$ cat src/rtl/bpsk_pkg.sv
// Shared BPSK definitions: FSM states, default sync word, bit/polarity mapping.
package bpsk_pkg;

   typedef enum logic {HUNT = 1'b0, LOCK = 1'b1} state_t;

   localparam logic [11:0] DEF_SYNC = 12'hF35;

   // Bit 0 is sent as positive amplitude, bit 1 as negative; a sign bit maps straight to the data bit.
   localparam logic BIT_POS = 1'b0;
   localparam logic BIT_NEG = 1'b1;

   function automatic int clog2(input int v);
      return (v <= 2) ? 1 : $clog2(v);
   endfunction

endpackage

$ cat src/rtl/bpsk_demod_if.sv
// Sample input / recovered-word output bundle of the BPSK demodulator.
interface bpsk_demod_if #(
   parameter int N  = 12,
   parameter int SW = 8
);
   logic signed [SW-1:0] SampleIn;
   logic                 SampleValid;
   logic [N-1:0]         DataOut;
   logic                 DataValid;
   logic                 PhaseInv;
   logic                 Locked;

   modport master (output SampleIn, SampleValid,
                   input  DataOut, DataValid, PhaseInv, Locked);
   modport slave  (input  SampleIn, SampleValid,
                   output DataOut, DataValid, PhaseInv, Locked);
endinterface

$ cat src/rtl/bpsk_integrate_dump.sv
// Integrate-and-dump over SPS valid samples with a hard sign decision per symbol.
module bpsk_integrate_dump
   import bpsk_pkg::*;
#(
   parameter int SW  = 8,
   parameter int SPS = 4
) (
   input  logic                 i_clk,
   input  logic                 i_rst,
   input  logic signed [SW-1:0] i_sample,
   input  logic                 i_valid,
   output logic                 o_dec,
   output logic                 o_bit,
   output logic                 o_sym_stb
);
   localparam int CW = clog2(SPS);
   localparam int AW = SW + CW;

   logic signed [AW-1:0] r_acc;
   logic [CW-1:0]        r_cnt;
   logic                 r_sym_stb;
   logic signed [AW-1:0] w_sum;
   logic                 w_last;

   assign w_last    = i_valid && (r_cnt == CW'(SPS - 1));
   assign w_sum     = r_acc + {{CW{i_sample[SW-1]}}, i_sample};
   // Zero sum has a clear sign bit, so it decides 0.
   assign o_bit     = w_sum[AW-1] ? BIT_NEG : BIT_POS;
   assign o_dec     = w_last;
   assign o_sym_stb = r_sym_stb;

   always_ff @(posedge i_clk or posedge i_rst) begin
      if (i_rst) begin
         r_acc     <= '0;
         r_cnt     <= '0;
         r_sym_stb <= 1'b0;
      end else begin
         r_sym_stb <= w_last;
         if (i_valid) begin
            if (w_last) begin
               r_acc <= '0;
               r_cnt <= '0;
            end else begin
               r_acc <= w_sum;
               r_cnt <= r_cnt + 1'b1;
            end
         end
      end
   end

endmodule

$ cat src/rtl/bpsk_demod.sv
// BPSK receiver: symbol decisions, sync-word hunt with phase-ambiguity resolution, word assembly.
module bpsk_demod
   import bpsk_pkg::*;
#(
   parameter int           N     = 12,
   parameter int           SW    = 8,
   parameter int           SPS   = 4,
   parameter logic [N-1:0] SYNC  = N'(DEF_SYNC),
   parameter int           WORDS = 8
) (
   input  logic        CLK,
   input  logic        RST,
   bpsk_demod_if.slave bus
);
   localparam int SCW = clog2(N + 1);
   localparam int WCW = clog2(WORDS);

   logic           w_dec, w_bit, w_sym_stb;
   logic [N-1:0]   r_sr;
   logic [SCW-1:0] r_sym_cnt;
   logic [WCW-1:0] r_word_cnt;
   state_t         r_state, w_nxt_state;
   logic [N-1:0]   r_data_out;
   logic           r_data_valid, r_phase_inv;
   logic           w_full, w_emit, w_cnt_clr, w_inv_nxt, w_last_word;

   bpsk_integrate_dump #(.SW(SW), .SPS(SPS)) u_id (
      .i_clk     (CLK),
      .i_rst     (RST),
      .i_sample  (bus.SampleIn),
      .i_valid   (bus.SampleValid),
      .o_dec     (w_dec),
      .o_bit     (w_bit),
      .o_sym_stb (w_sym_stb)
   );

   assign w_full      = w_sym_stb && (r_sym_cnt == SCW'(N));
   assign w_last_word = (r_word_cnt == WCW'(WORDS - 1));

   always_comb begin
      w_nxt_state = r_state;
      w_emit      = 1'b0;
      w_cnt_clr   = 1'b0;
      w_inv_nxt   = r_phase_inv;
      case (r_state)
         HUNT: begin
            if (w_full) begin
               if (r_sr == SYNC) begin
                  w_nxt_state = LOCK;
                  w_inv_nxt   = 1'b0;
                  w_cnt_clr   = 1'b1;
               end else if (r_sr == ~SYNC) begin
                  w_nxt_state = LOCK;
                  w_inv_nxt   = 1'b1;
                  w_cnt_clr   = 1'b1;
               end
            end
         end
         LOCK: begin
            if (w_full) begin
               w_emit    = 1'b1;
               w_cnt_clr = 1'b1;
               if (w_last_word) w_nxt_state = HUNT;
            end
         end
         default: w_nxt_state = HUNT;
      endcase
   end

   always_ff @(posedge CLK or posedge RST) begin
      if (RST) begin
         r_state      <= HUNT;
         r_phase_inv  <= 1'b0;
         r_data_valid <= 1'b0;
         r_data_out   <= '0;
      end else begin
         r_state      <= w_nxt_state;
         r_phase_inv  <= w_inv_nxt;
         r_data_valid <= w_emit;
         if (w_emit) r_data_out <= r_sr ^ {N{r_phase_inv}};
      end
   end

   // Decisions land one edge before the FSM sees them, so count/shift and clear never collide (SPS >= 2).
   always_ff @(posedge CLK or posedge RST) begin
      if (RST) begin
         r_sr       <= '0;
         r_sym_cnt  <= '0;
         r_word_cnt <= '0;
      end else begin
         if (w_dec) begin
            r_sr <= {r_sr[N-2:0], w_bit};
            if (r_sym_cnt != SCW'(N)) r_sym_cnt <= r_sym_cnt + 1'b1;
         end else if (w_cnt_clr) begin
            r_sym_cnt <= '0;
         end
         if (w_emit) r_word_cnt <= w_last_word ? '0 : r_word_cnt + 1'b1;
      end
   end

   assign bus.DataOut   = r_data_out;
   assign bus.DataValid = r_data_valid;
   assign bus.PhaseInv  = r_phase_inv;
   assign bus.Locked    = (r_state == LOCK);

endmodule

$ cat src/flat_wrapper.sv
// flat-port wrapper written by rule: the top's interface ports become plain ports
module bpsk_demod_flat import bpsk_pkg::*;
#(
   parameter int           N     = 12,
   parameter int           SW    = 8,
   parameter int           SPS   = 4,
   parameter logic [N-1:0] SYNC  = N'(DEF_SYNC),
   parameter int           WORDS = 8
)
  (CLK, RST, bus_SampleIn, bus_SampleValid, bus_DataOut, bus_DataValid, bus_PhaseInv, bus_Locked);
  bpsk_demod_if #(.N(N), .SW(SW)) bus_i ();
  input  logic CLK;
  input  logic RST;
  input wire logic [$bits(bus_i.SampleIn)-1:0] bus_SampleIn;
  input wire logic [$bits(bus_i.SampleValid)-1:0] bus_SampleValid;
  output wire logic [$bits(bus_i.DataOut)-1:0] bus_DataOut;
  output wire logic [$bits(bus_i.DataValid)-1:0] bus_DataValid;
  output wire logic [$bits(bus_i.PhaseInv)-1:0] bus_PhaseInv;
  output wire logic [$bits(bus_i.Locked)-1:0] bus_Locked;
  assign bus_i.SampleIn = bus_SampleIn;
  assign bus_i.SampleValid = bus_SampleValid;
  assign bus_DataOut = bus_i.DataOut;
  assign bus_DataValid = bus_i.DataValid;
  assign bus_PhaseInv = bus_i.PhaseInv;
  assign bus_Locked = bus_i.Locked;
  bpsk_demod #(.N(N), .SW(SW), .SPS(SPS), .SYNC(SYNC), .WORDS(WORDS)) u_core (.CLK(CLK), .RST(RST), .bus(bus_i));
endmodule
$ cat config.mk
export PLATFORM = sky130hd
export DESIGN_NAME = bpsk_demod_flat
export DESIGN_NICKNAME = d
export VERILOG_FILES = /design/src/rtl/bpsk_pkg.sv /design/src/rtl/bpsk_demod_if.sv /design/src/rtl/bpsk_integrate_dump.sv /design/src/rtl/bpsk_demod.sv /design/src/flat_wrapper.sv
export SDC_FILE = /design/constraint.sdc
export NUM_CORES = 1
export LEC_CHECK = 0
export BUFFER_PORTS_ARGS = -buffer_cell sky130_fd_sc_hd__buf_2
export CAP_MARGIN = 20
export CORE_UTILIZATION = 44
export DETAILED_ROUTE_END_ITERATION = 16
export PLACE_DENSITY_LB_ADDON = 0.3
export SYNTH_ARGS = -nofsm -noshare
export SYNTH_HDL_FRONTEND = slang
export SYNTH_SLANG_ARGS = --single-unit
$ cat constraint.sdc
create_clock -name CLK -period 2.3 [get_ports CLK]
set_input_delay 0.23 -clock CLK [delete_from_list [all_inputs] [get_ports CLK]]
set_output_delay 0.23 -clock CLK [all_outputs]
set_load 0.02 [all_outputs]
* Word level (Yosys, flattened, before mapping)
Cells that the tools add are included.
Operators by class: add/sub/neg operators 4, equal/unequal tests 7, mux-type cells 18, bitwise operators 2, reduce and logical (&&, ||, !) cells 6
Operators with widths (count):
- $eq 12x12->1 const B | 1
- $eq 12x8->1 const B | 1
- $mux 4 | 3
- $xor 12x12->12 | 1
- $add 10x10->10 | 1
- $mux 1 | 10
- $mux 10 | 1
- $add 4x1->4 const B | 1
- $eq 4x4->1 const B | 1
- $ne 4x4->1 const B | 1
- $pmux 1 s2 | 2
- $reduce_bool 2->1 | 2
- $add 3x1->3 const B | 1
- $eq 3x3->1 const B | 1
- $mux 3 | 1
- $reduce_and 3->1 | 1
- $add 2x1->2 const B | 1
- $eq 2x2->1 const B | 1
- $logic_and 1x1->1 | 2
- $mux 2 | 1
- $ne 2x1->1 const B | 1
- $reduce_and 2->1 | 1
- $not 1->1 | 1
Storage, ports and cells: register bits 47

* Longest topological paths before layout
depth after elaboration 7, mapped depth 9

* Cells and area by module
Synthesis repeated with hierarchy kept, for this count alone.
Unflattened totals: cells, all modules 247, area, all modules 2567.5 sq um
By module, submodules not included:
- bpsk_demod | instances 1, cells each 148, area an instance 1609.0 sq um, seq. area each 850.8 sq um
- bpsk_integrate_dump | instances 1, cells each 99, area an instance 958.4 sq um, seq. area each 325.3 sq um

* Worst setup path before layout
OpenSTA, ideal clock, no wires.
path type register -> register, start point reg u_core.u_id.r_acc[0], end point reg u_core.u_id.r_acc[6], arrival time 1807 ps, data required time 2190 ps, setup slack 383 ps, stages on the path, launching flop included 10, path buffers 0, clock period less this slack 1917 ps, path through dfrtp_1 ha_1 inv_1 fa_1 nor2b_4 o21ai_0 a21boi_1 o21a_1 nor3_1 o41ai_1
On the way: longest elaborated chain between the ends 2
RTL lines:
- start: declaration | line bpsk_integrate_dump.sv:19 | logic signed [AW-1:0] r_acc;
- start signal: assignment | line bpsk_integrate_dump.sv:44 | r_acc <= w_sum;
- $add 10x10->10 | line bpsk_integrate_dump.sv:26 | assign w_sum = r_acc + {{CW{i_sample[SW-1]}}, i_sample};
- $mux 10 | line bpsk_integrate_dump.sv:40 | if (w_last) begin
Every way passes these cells. A chain may end at the register's enable or synchronous reset.

* Worst setup path after layout
Same ends and word-level chain as after synthesis.

==> summary.txt <==
Run
  – Max Cap Viol: 0

Route
  – Wirelength, routed: 4.33 mm
  – Initial DRC Count: 127
  – Via-per-instance ratio: 5.26
  – Via Count: 1830
  – Routed WL per cell: 12.4 um
  – DRC viols: 0
  – TritonRoute pass-1 iters: 4
  – ANT nets after route: 0

Timing
  – FMAX: 480 MHz
  – Slew HR: 0.569
  – Setup_tns: 0 ns
  – Slew Limit Fails: 0
  – Unrepaired setup endpoints after global routing: no
  – Final Critical Period: 2.08 ns
  – Final cycle utilization of the critical path: 0.906
  – Final setup fails: 0
  – Worst hold margin: 0.0739 ns
  – Clock skew: 0.00480 ns
  – Worst-Margin Slew: 0.647 ns
  – Final hold violations: 0

Placed design
  – Final HPWL DP: 3.13 mm
  – GP Congestion: 0.796
  – Placed Cells: 340
  – Port buffer count: 25

Setup path
  – Crit path to: u_core.u_id.r_acc[6]
  – Arrival @ worst endpoint: 2.27 ns
  – FF-to-FF End: u_core.u_id.r_acc[6]
  – Setup crit start kind: flip-flop
  – Worst Path Class, Setup: flip-flop to flip-flop
  – Reg2reg setup slack: 0.22 ns
  – Crit. Startpoint: u_core.u_id.r_acc[0]
  – Reg-to-Reg Start: u_core.u_id.r_acc[0]
  – Reg2reg path depth: 9
  – Crit path capture type: flip-flop
  – Critical Path Fanout Max: 3
  – Worst EP required: 2.49 ns

Pwr
  – Tot Pwr: 0.00267 W
  – Peak supply drop: 0.496 mV
  – PwrDens: 975 nW/um^2
  – Leak: 1.39 nW

Synth
  – Main synth FF type: dfrtp_1
  – Most common cell in the netlist: nand2_1
  – Dominant cell type by area after synthesis: dfrtp_1
  – Post-synth EDFFs: 0
  – Syn_area_per_cell: 9.80 um^2
  – Net Count, Synth: 277
  – Fraction of registers with async set/reset: 1.00
  – Synth Warn #: 0
  – Synthesis-stage register bit count: 47
  – Sequential fraction of the synthesis area: 0.478
  – Post-Synthesis Cells: 251
  – Cell Area, Synth: 2460 um^2
  – Post-synth top cells: 60 x nand2_1, 47 x dfrtp_1, 17 x o21ai_0
  – Largest cells by area after synthesis: dfrtp_1 48%, nand2_1 9.2%, ha_1 7.1%
  – Top cell type's share of synthesized area: 0.478
  – Unique masters post-synth: 50

Worst hold path
  – Hold WC Path Type: input pin to async pin

Global route
  – GRT Total Usage: 0.167
  – Initial antenna violation count: 0
  – Global-route wire length before repair: 7.89 mm
  – Total grt overflow: 0
  – Vias in the first global route: 1760
  – Pin count of the biggest net entering global routing: 48

Floorplan
  – Die Ht: 76.8 um
  – Initial core utilization: 0.470
  – Boundary Pins: 26
  – Die area: 5890 um^2
  – Num rows: 26
  – Core Area: 5240 um^2
  – Die X: 76.8 um

Clock network
  – Clock root buffer: clkbuf_8
  – Setup repair bufs after CTS: 0
  – H-tree levels: 2
  – Clock slew at reported path FFs: 0.08 ns
  – CTS tree: built
  – Clock Sinks: 47
  – Post-CTS Hold Fix Bufs: 0
  – Clk_lat worst skew: 0.30 ns
  – Gates resized, CTS repair: 0
  – Longest Clk Path Bufs: 2
  – Total CTS buffers: 5

Status
  – Outcome: complete, no violations

Layout
  – Share of layout cells above drive strength 1: 0.158
  – Syn-to-layout area delta: 11.4%
  – FILL cells: 501
  – Core Util, Final: 0.523
  – # diodes: 0
  – Final non-filler cell total: 348
  – Fin nets: 303
## stage by stage
stage                     worst slack [ns]  instance area [um^2]
after floorplan                      0.383                  2460
after global placement               0.280                  2650
after detailed placement             0.220                  2650
after CTS                            0.173                  2740
after global routing                0.0300                  2740
final                                0.216                  2740
## cell families (layout without fill, tap and decap cells)
logic type,Yosys count,after routing,synth area share
AO/OA/AOI/OAI,51,51,0.139
multiplexers,4,4,0.0173
buffers and inverters,24,51,0.0417
adder cells (fa/ha/maj),15,15,0.0794
AND/OR/NAND/NOR,93,93,0.179
flip-flops,47,47,0.478
XOR/XNOR,17,17,0.0661
## worst max-delay path, stage by stage (launching register included)
cell      delay (ns)
dfrtp_1         0.35
ha_1            0.17
inv_1           0.07
fa_1            0.42
nor2b_4         0.13
o21ai_0         0.12
a21boi_2        0.20
o21a_1          0.15
nor3_1          0.05
o41ai_1         0.32
## power by group
part,internal (W),leakage (nW),switching (W)
clock,0.000213,0.0412,0.000269
sequential,0.00103,0.625,0.000205
combinational,0.000484,0.721,0.000475
total,0.00172,1.39,0.000950
## cell usage in the layout (no fill, tap or decap), types with 2 or more instances in the layout
| cell type | netlist | layout |
|---|---|---|
| o2bb2ai_1 | 3 | 3 |
| and4b_1 | 2 | 2 |
| inv_1 | 13 | 12 |
| buf_4 | 1 | 4 |
| a31oi_1 | 2 | 2 |
| o31ai_1 | 2 | 2 |
| mux2_2 | 2 | 2 |
| nor3_1 | 4 | 4 |
| nor4bb_1 | 2 | 2 |
| dfrtp_1 | 47 | 47 |
| nand3_1 | 7 | 7 |
| ha_1 | 14 | 14 |
| clkbuf_8 | 0 | 5 |
| o32ai_1 | 3 | 3 |
| xor2_1 | 2 | 2 |
| a21o_1 | 4 | 4 |
| xnor2_1 | 14 | 14 |
| o21ai_0 | 17 | 17 |
| a21oi_1 | 5 | 5 |
| nand2_1 | 60 | 60 |
| mux2i_1 | 2 | 2 |
| buf_2 | 0 | 25 |
| and3_1 | 3 | 3 |
| nor2_1 | 5 | 5 |
| nor4b_1 | 2 | 2 |
| o21a_1 | 4 | 4 |
## flip-flops by register name (all words and copies together), names as in the netlist
name                   cells
u_core.bus.DataOut        12
u_core.r_sr               12
u_core.bus.PhaseInv        1
u_core.bus.DataValid       1
u_core.u_id.r_cnt          2
u_core.r_sym_cnt           4
u_core.r_word_cnt          3
u_core.bus.Locked          1
u_core.u_id.o_sym_stb      1
u_core.u_id.r_acc         10
## worst min path at each step
stage	cells after the start	to	from
5_1_grt	3	u_core.u_id.r_acc[4]	RST
4_1_cts	3	u_core.u_id.r_acc[4]	RST
3_5_place_dp	3	u_core.u_id.r_acc[4]	RST
2_1_floorplan	2	u_core.u_id.r_acc[2]	bus_SampleValid
6_report	3	u_core.u_id.r_acc[4]	RST
3_3_place_gp	3	u_core.u_id.r_acc[6]	RST
## per-layer routing
metal | track usage | wire length, um
met5 | 0 | 0
met2 | 0.258 | 1880
met4 | 0.0750 | 71
met1 | 0.225 | 2220
met3 | 0.0357 | 159
## layout make-up
type	count	area (um^2)	share of cell area
Tap cell	70	87.6	0.0319
Timing Repair Buffer	29	155	0.0566
Multi-Input combinational cell	180	1180	0.432
Clock inverter	2	12.5	0.00456
Sequential cell	47	1180	0.429
Inverter	14	52.6	0.0192
Clock buffer	6	72.6	0.0265
Power figures use the tool's default switching activity.
